**config.mk**
```make
export PLATFORM = sky130hd
export DESIGN_NAME = serial_pattern_fsm
export DESIGN_NICKNAME = d
export VERILOG_FILES = /design/src/rtl/serial_pattern_pkg.sv /design/src/rtl/pattern_shift.sv /design/src/rtl/serial_pattern_fsm.sv
export SDC_FILE = /design/constraint.sdc
export NUM_CORES = 1
export LEC_CHECK = 0
export ABC_AREA = 1
export CAP_MARGIN = 10
export CORE_MARGIN = 2
export CORE_UTILIZATION = 56
export CTS_CLUSTER_SIZE = 40
export DETAILED_ROUTE_END_ITERATION = 8
export PLACE_DENSITY = 0.8
export RECOVER_POWER = 100
export REMOVE_ABC_BUFFERS = 1
export SETUP_SLACK_MARGIN = 0.3
export SLEW_MARGIN = 30
export SYNTH_ARGS = -nofsm -noshare
export SYNTH_HDL_FRONTEND = slang
export SYNTH_SLANG_ARGS = --single-unit
```
**constraint.sdc**
```tcl
create_clock -name clk -period 2.28 [get_ports clk]
set_input_delay 0.57 -clock clk [delete_from_list [all_inputs] [get_ports clk]]
set_output_delay 0.57 -clock clk [all_outputs]
set_load 0.005 [all_outputs]
```
**src/rtl/serial_pattern_pkg.sv**
```systemverilog
// Shared types and default parameters for the serial pattern detector.
package serial_pattern_pkg;

  typedef enum logic [1:0] {
    EMPTY = 2'd0,
    FILL  = 2'd1,
    ARMED = 2'd2
  } state_e;

  localparam int                W_DEF       = 4;
  localparam logic [W_DEF-1:0]  PATTERN_DEF = 4'b1011;
  localparam int                CNT_W_DEF   = 8;

endpackage

```
**src/rtl/pattern_shift.sv**
```systemverilog
// History shift register plus fill counter; fill saturates at W and can be
// zeroed on a non-overlapping match while the bit still shifts in.
module pattern_shift
  import serial_pattern_pkg::*;
#(
  parameter int W  = W_DEF,
  parameter int FW = $clog2(W + 1)
) (
  input  logic          clk,
  input  logic          resetn,
  input  logic          valid,
  input  logic          x,
  input  logic          clear,
  input  logic          clr_fill,
  output logic [W-1:0]  hist,
  output logic [FW-1:0] fill
);

  logic [W-1:0]  hist_q;
  logic [FW-1:0] fill_q;

  // Shift accepted bits in; clear wins over a simultaneous valid bit.
  always_ff @(posedge clk or negedge resetn) begin
    if (!resetn) begin
      hist_q <= '0;
      fill_q <= '0;
    end else if (clear) begin
      hist_q <= '0;
      fill_q <= '0;
    end else if (valid) begin
      hist_q <= {hist_q[W-2:0], x};
      if (clr_fill)
        fill_q <= '0;
      else if (fill_q != FW'(W))
        fill_q <= fill_q + FW'(1);
    end
  end

  assign hist = hist_q;
  assign fill = fill_q;

endmodule

```
**src/rtl/serial_pattern_fsm.sv**
```systemverilog
// Serial pattern detector: FSM, match compare, registered z pulse and a
// saturating match counter around the pattern_shift history.
module serial_pattern_fsm
  import serial_pattern_pkg::*;
#(
  parameter int           W       = W_DEF,
  parameter logic [W-1:0] PATTERN = PATTERN_DEF,
  parameter int           CNT_W   = CNT_W_DEF
) (
  input  logic             clk,
  input  logic             resetn,
  input  logic             valid,
  input  logic             x,
  input  logic             overlap,
  input  logic             clear,
  output logic             z,
  output logic [CNT_W-1:0] count
);

  localparam int FW = $clog2(W + 1);

  state_e           state_q, state_d;
  logic             z_q, z_d;
  logic [CNT_W-1:0] count_q, count_d;
  logic [W-1:0]     hist;
  logic [FW-1:0]    fill;
  logic             match;
  logic             clr_fill;
  logic             full_next;
  logic             unused_hist_msb;

  // The oldest history bit falls out on the next shift and is never compared.
  assign unused_hist_msb = hist[W-1];

  pattern_shift #(.W(W), .FW(FW)) u_shift (
    .clk      (clk),
    .resetn   (resetn),
    .valid    (valid),
    .x        (x),
    .clear    (clear),
    .clr_fill (clr_fill),
    .hist     (hist),
    .fill     (fill)
  );

  // State, pulse and counter registers.
  always_ff @(posedge clk or negedge resetn) begin
    if (!resetn) begin
      state_q <= EMPTY;
      z_q     <= 1'b0;
      count_q <= '0;
    end else begin
      state_q <= state_d;
      z_q     <= z_d;
      count_q <= count_d;
    end
  end

  // Next-state, match detection and counter update on accepted bits only.
  always_comb begin
    state_d   = state_q;
    match     = 1'b0;
    z_d       = 1'b0;
    count_d   = count_q;
    full_next = (state_q == ARMED) || (state_q == FILL && fill == FW'(W - 1));
    if (clear) begin
      state_d = EMPTY;
      count_d = '0;
    end else if (valid) begin
      match = full_next && ({hist[W-2:0], x} == PATTERN);
      case (state_q)
        EMPTY:   state_d = FILL;
        FILL:    state_d = full_next ? ARMED : FILL;
        ARMED:   state_d = ARMED;
        default: state_d = EMPTY;
      endcase
      if (match && !overlap) state_d = EMPTY;
      z_d = match;
      if (match && count_q != {CNT_W{1'b1}}) count_d = count_q + CNT_W'(1);
    end
  end

  assign clr_fill = match & ~overlap;
  assign z        = z_q;
  assign count    = count_q;

endmodule

```
=== Word-level counts from Yosys, hierarchy flattened ===
Index checks and enable logic that the tools add are counted.

* Register bits after elaboration: 17
* Bits in latches: 0
* Bits in writable memories: 0
* ROM bits: 0
* Input port bits: 6
* Output and inout bits: 9
* Memories: 0

* Add/sub/neg operators: 2
* $mul: 0
* Div/mod/pow operators: 0
* $lt $le $gt $ge: 0
* Equality and inequality tests: 6
* Shift-type cells: 0
* Muxes and demuxes: 16
* Bitwise operators: 2
* Reductions and logical operators: 12

{| class="wikitable"
|+ Operators by type and width
! operator !! count
|-
| $mux 8 || 3
|-
| $mux 3 || 6
|-
| $add 8x1->8 const B || 1
|-
| $mux 2 || 4
|-
| $ne 8x8->1 const B || 1
|-
| $pmux 2 s3 || 1
|-
| $eq 4x4->1 const B || 1
|-
| $logic_and 1x1->1 || 4
|-
| $reduce_and 2->1 || 2
|-
| $reduce_bool 2->1 || 2
|-
| $add 3x1->3 const B || 1
|-
| $eq 3x2->1 const B || 1
|-
| $ne 3x3->1 const B || 1
|-
| $reduce_bool 3->1 || 1
|-
| $eq 2x1->1 const B || 1
|-
| $eq 2x2->1 const B || 1
|-
| $logic_not 2->1 || 1
|-
| $mux 1 || 2
|-
| $and 1x1->1 || 1
|-
| $logic_not 1->1 || 1
|-
| $logic_or 1x1->1 || 1
|-
| $not 1->1 || 1
|}

=== Logic depth before layout (Yosys ltp) ===
* Depth after elaboration: 10
* Depth in mapped cells: 9

=== Cells and area by module ===
Synthesis repeated with hierarchy kept, for this count alone.

* Cells, all modules: 142
* Area, all modules: 1,089.8 µm²

{| class="wikitable"
|+ Modules (own cells, without submodules)
! module !! times used !! cells each !! area each (µm²) !! sequential area each (µm²)
|-
| serial_pattern_fsm || 1 || 99 || 737.0 || 275.3
|-
| pattern_shift || 1 || 43 || 352.8 || 175.2
|}

=== Worst setup path before layout ===
Ideal clock, no wire load.

* Path kind: flip-flop to flip-flop
* From: reg u_shift.fill_q[0], in the netlist u_shift.fill[0]
* To: reg count_q[1], in the netlist count[1]
* Arrival time: 1.281 ns
* Required time: 2.163 ns
* Path slack: 0.882 ns
* Cell stages (with the launch flop): 10
* Period minus slack after synthesis: 1.398 ns
* Cells stage by stage: dfrtp_1 ha_1 ha_1 nand3_2 nand2_2 and2_2 nand2_2 nor2_4 nand3_1 nand2_1

* Cells in the longest elaborated chain, start to end: 7

{| class="wikitable"
|+ Ends and longest elaborated chain
! what !! line !! RTL
|-
| start, declared || pattern_shift.sv:20 || <nowiki>logic [FW-1:0] fill_q;</nowiki>
|-
| start signal, assigned || pattern_shift.sv:35 || <nowiki>fill_q <= fill_q + FW'(1);</nowiki>
|-
| $eq 3x2->1 || serial_pattern_fsm.sv:65 || <nowiki>full_next = (state_q == ARMED) || (state_q == FILL && fill == FW'(W - 1));</nowiki>
|-
| $logic_and 1x1->1 || serial_pattern_fsm.sv:65 ||
|-
| $logic_or 1x1->1 || serial_pattern_fsm.sv:65 ||
|-
| $logic_and 1x1->1 || serial_pattern_fsm.sv:70 || <nowiki>match = full_next && ({hist[W-2:0], x} == PATTERN);</nowiki>
|-
| $logic_and 1x1->1 || serial_pattern_fsm.sv:79 || <nowiki>if (match && count_q != {CNT_W{1'b1}}) count_d = count_q + CNT_W'(1);</nowiki>
|-
| $reduce_bool 2->1 (no line) || n/a ||
|-
| $reduce_and 2->1 (no line) || n/a ||
|-
| end signal, assigned || serial_pattern_fsm.sv:55 || <nowiki>count_q <= count_d;</nowiki>
|-
| end, declared || serial_pattern_fsm.sv:24 || <nowiki>logic [CNT_W-1:0] count_q, count_d;</nowiki>
|}

No other way between the ends.
A chain may end at the register's enable or synchronous reset.

=== Final worst setup path ===
* From: reg count_q[3], in the netlist count[3]
* To: out count[3]

{| class="wikitable"
|+ RTL lines
! what !! line !! RTL
|-
| end, declared || serial_pattern_fsm.sv:17 || <nowiki>output logic [CNT_W-1:0] count</nowiki>
|}

No word-level cell between the ends.

==> impl_summary.log <==
[metrics] status: finished clean
[metrics] Worst Skew: between 0.0015 and 0.002 ns
[metrics] critical path, cell by cell: dlygate4sd3_1
[metrics] total number of yosys warnings: 0
[metrics] WL per Instance: 10.9 um
[metrics] RSZ-0062 raised after global routing: false
[metrics] die width: 46.5 um
[metrics] overall overflow remaining after global route: 0
[metrics] maximum clock frequency: 512 MHz
[metrics] Tmin final: 1.95 ns
[metrics] Worst EP required: 1.71 ns
[metrics] Initial DRC Count: 9
[metrics] static leakage power: roughly 0.00068 uW
[metrics] Worst Hold Class: flop to flop
[metrics] area overhead of the layout relative to synthesis: 17.4%
[metrics] part of the Yosys area used for sequential elements: 42.0%
[metrics] placer's final routability congestion estimate: 0.798
[metrics] register-to-register path setup slack: 0.52 ns
[metrics] power per cell area: 436 nW/um^2
[metrics] CP Data Arrival Time: 1.38 ns
[metrics] Final Max Tran Viols: 0
[metrics] antenna violation net count after detailed routing: 0
[metrics] number of flops mapped to enable cells by yosys: 0
[metrics] destination of the worst register-to-register timing path: count[4]
[metrics] buffer type at the clock tree root: sky130_fd_sc_hd__clkbuf_4
[metrics] number of antenna violations at the first check in global routing: 0
[metrics] Design Power: slightly above 500 uW
[metrics] global-route wire length before repair: approximately 3100 um
[metrics] critical-path cell with the highest stage delay: sky130_fd_sc_hd__dlygate4sd3_1
[metrics] count of hold buffers inserted by post-cts repair: 0
[metrics] cell taking the most area after synthesis: sky130_fd_sc_hd__dfrtp_1
[metrics] endpoint class of the critical path: output pin
[metrics] instance count along the most critical hold path: 2
[metrics] I/O Buffers: 14
[metrics] number of synthesized register bits: 17
[metrics] die area: 2160 um^2
[metrics] origin of the worst min-delay path: u_shift.fill[1]
[metrics] # IOs: 15
[metrics] source-to-sink clock delay at the later pin of the worst-skew pair: 0.30 ns
[metrics] R2R Path Start: u_shift.fill[0]
[metrics] number of resized instances in the post-cts repair step: 0
[metrics] path type of the worst setup path: flop to output pin
[metrics] top fanout value on the critical path: 6
[metrics] number of levels in the clock H-tree: 1
[metrics] Crit path largest cell delay: 0.62 ns
[metrics] Post-Synthesis Cell Area: 1010 um^2
[metrics] Total Nets Final: 159
[metrics] post-CTS repair timing setup buffer count: 0
[metrics] number of distinct library cells after synthesis: 22
[metrics] total vias in the final route: 857
[metrics] Hold Crit Endpoint: u_shift.fill[1]
[metrics] crit share post-route: 85.7%
[metrics] number of buffers created by CTS: 3
[metrics] crit path launch type: flop
[metrics] most used flip-flop cell after synthesis: sky130_fd_sc_hd__dfrtp_1
[metrics] vias in the first global route: 724
[metrics] cell family with most CP delay: buffers and inverters
[metrics] pin count of the biggest net entering global routing: 21
[metrics] number of buffers between clock root and the deepest sink: 2
[metrics] Buf+Inv Stages, Crit Path: 1
[metrics] final WL: 1890 um
[metrics] transition time at the pin with the least slew margin: 0.887 ns
[metrics] proportion of netlist area held by the largest area contributor: between 40 and 50%
[metrics] number of setup violations in the final report: 0
[metrics] Mapped Avg Cell Area: around 7.7 um^2
[metrics] total track usage: 21.1%
[metrics] CTS tree: yes
[metrics] layout cell share with drive strength beyond 1: under 10%
[metrics] WP depth: 1
[metrics] via/cell ratio: a little under 5
[metrics] synthesized netlist cell count: 132
[metrics] number of iterations in the first detailed-routing pass: 4
[metrics] clk slew on worst S/H paths: 0.10 ns
[metrics] Reg2Reg Depth: 9
[metrics] number of violations of the max-capacitance limit: 0
[metrics] total count of hold-check failures in the final report: 0
[metrics] share of the core filled with cells in the final layout: 69.6%
[metrics] vertical die dimension: between 40 and 50 um
[metrics] Core ar.: 1710 um^2
[metrics] HPWL after DPL: roughly 1400 um
[metrics] initial core utilization: between 50 and 60%
[metrics] remaining design rule violation count: 0
[metrics] number of clock sinks: 17
[metrics] number of inserted diodes: 0
[metrics] Worst slew margin: about two fifths
[metrics] final-layout setup total negative slack: 0 ns
[metrics] Async S/R FF share, synth: 100%
[metrics] fill count: 140
[metrics] VDD IR max: 0.307 mV
[metrics] most used standard cell by instance count after synthesis: sky130_fd_sc_hd__nand2_1
[metrics] most frequent cells after synthesis: sky130_fd_sc_hd__nand2_1, sky130_fd_sc_hd__inv_1, sky130_fd_sc_hd__nand3_1, sky130_fd_sc_hd__dfrtp_1
[metrics] top cells by area in the synthesized netlist: sky130_fd_sc_hd__dfrtp_1, sky130_fd_sc_hd__nand2_1, sky130_fd_sc_hd__nand3_1, sky130_fd_sc_hd__inv_1, sky130_fd_sc_hd__ha_1
[metrics] number of standard-cell rows in the floorplan: 15
flip-flops by register name, indices dropped and copies added (netlist names):
register and count:
state_q 2, z 1, count 8, u_shift.fill 3, u_shift.hist 3
how the worst max path moves through the flow:
stage / start / endpoint / slack (ns)
detailed placement: x / count[0] / 0.35
global route: x / count[6] / 0.17
global placement: x / count[0] / 0.36
CTS: count[3] / count[3] / 0.37
floorplan: u_shift.fill[0] / count[1] / 0.87
finish: count[3] / count[3] / 0.33
metal layers:
| metal | track usage, % | up-vias | wire, um |
|---|---|---|---|
| met5 | 0 | - | 0 |
| met4 | 10.3 | 0 | 42 |
| met3 | 3.53 | 6 | 73 |
| met2 | 32.2 | 17 | 878 |
| li1 | - | 448 | - |
| met1 | 28.7 | 386 | 892 |
metrics by stage:
stage	area, um^2	hold slack [ns]	setup WS, ns	cells
after floorplan	997	0.274	0.875	129
final	1190	0.522	0.327	173
after CTS	1200	0.526	0.370	173
after global routing	1190	0.564	0.172	173
after detailed placement	1180	0.502	0.350	169
after global placement	1180	0.497	0.360	169
power breakdown:
part | internal (uW) | total (uW) | switching, uW
clock | 68.2 | 164 | 96.0
combinational | 15.4 | 41.2 | 25.8
sequential | 308 | 312 | 4.61
total | 391 | 518 | 126
cell families (layout without fill, tap and decap cells):
kind of cell	Yosys count	count (layout)	share of synthesized area, %
and+or+nand+nor	73	73	35.6
buffers and inverters	29	45	11.1
DFF	17	17	42.0
AOI/OAI and AO/OA	6	6	3.71
adders and majority gates	4	4	4.94
xor gates and xnor gates	3	3	2.60
final cells by class:
class | count | area, um^2 | share of cell area, %
Multi-Input combinational cell | 86 | 464 | 39.1
Sequential cell | 17 | 425 | 35.8
Timing Repair Buffer | 15 | 144 | 12.1
Inverter | 26 | 97.6 | 8.21
Tap cell | 25 | 31.3 | 2.63
Clock buffer | 4 | 26.3 | 2.21
layout by cell type, fill, tap and decap left out, types with 2 or more instances in the layout:
cell / Yosys / routed
sky130_fd_sc_hd__nand2_1: 36 / 37
sky130_fd_sc_hd__nand3_1: 19 / 19
sky130_fd_sc_hd__xor2_1: 2 / 2
sky130_fd_sc_hd__clkbuf_4: 0 / 3
sky130_fd_sc_hd__clkbuf_1: 0 / 2
sky130_fd_sc_hd__dfrtp_1: 17 / 17
sky130_fd_sc_hd__inv_1: 23 / 23
sky130_fd_sc_hd__o22ai_1: 4 / 4
sky130_fd_sc_hd__dlygate4sd3_1: 0 / 12
sky130_fd_sc_hd__nor2_1: 2 / 3
sky130_fd_sc_hd__nor2_2: 2 / 2
sky130_fd_sc_hd__ha_1: 4 / 4
sky130_fd_sc_hd__inv_2: 2 / 2
sky130_fd_sc_hd__nand4_1: 4 / 4
sky130_fd_sc_hd__clkdlybuf4s50_1: 0 / 2
sky130_fd_sc_hd__nand3_2: 4 / 4
(Power assumes the default switching activity.)
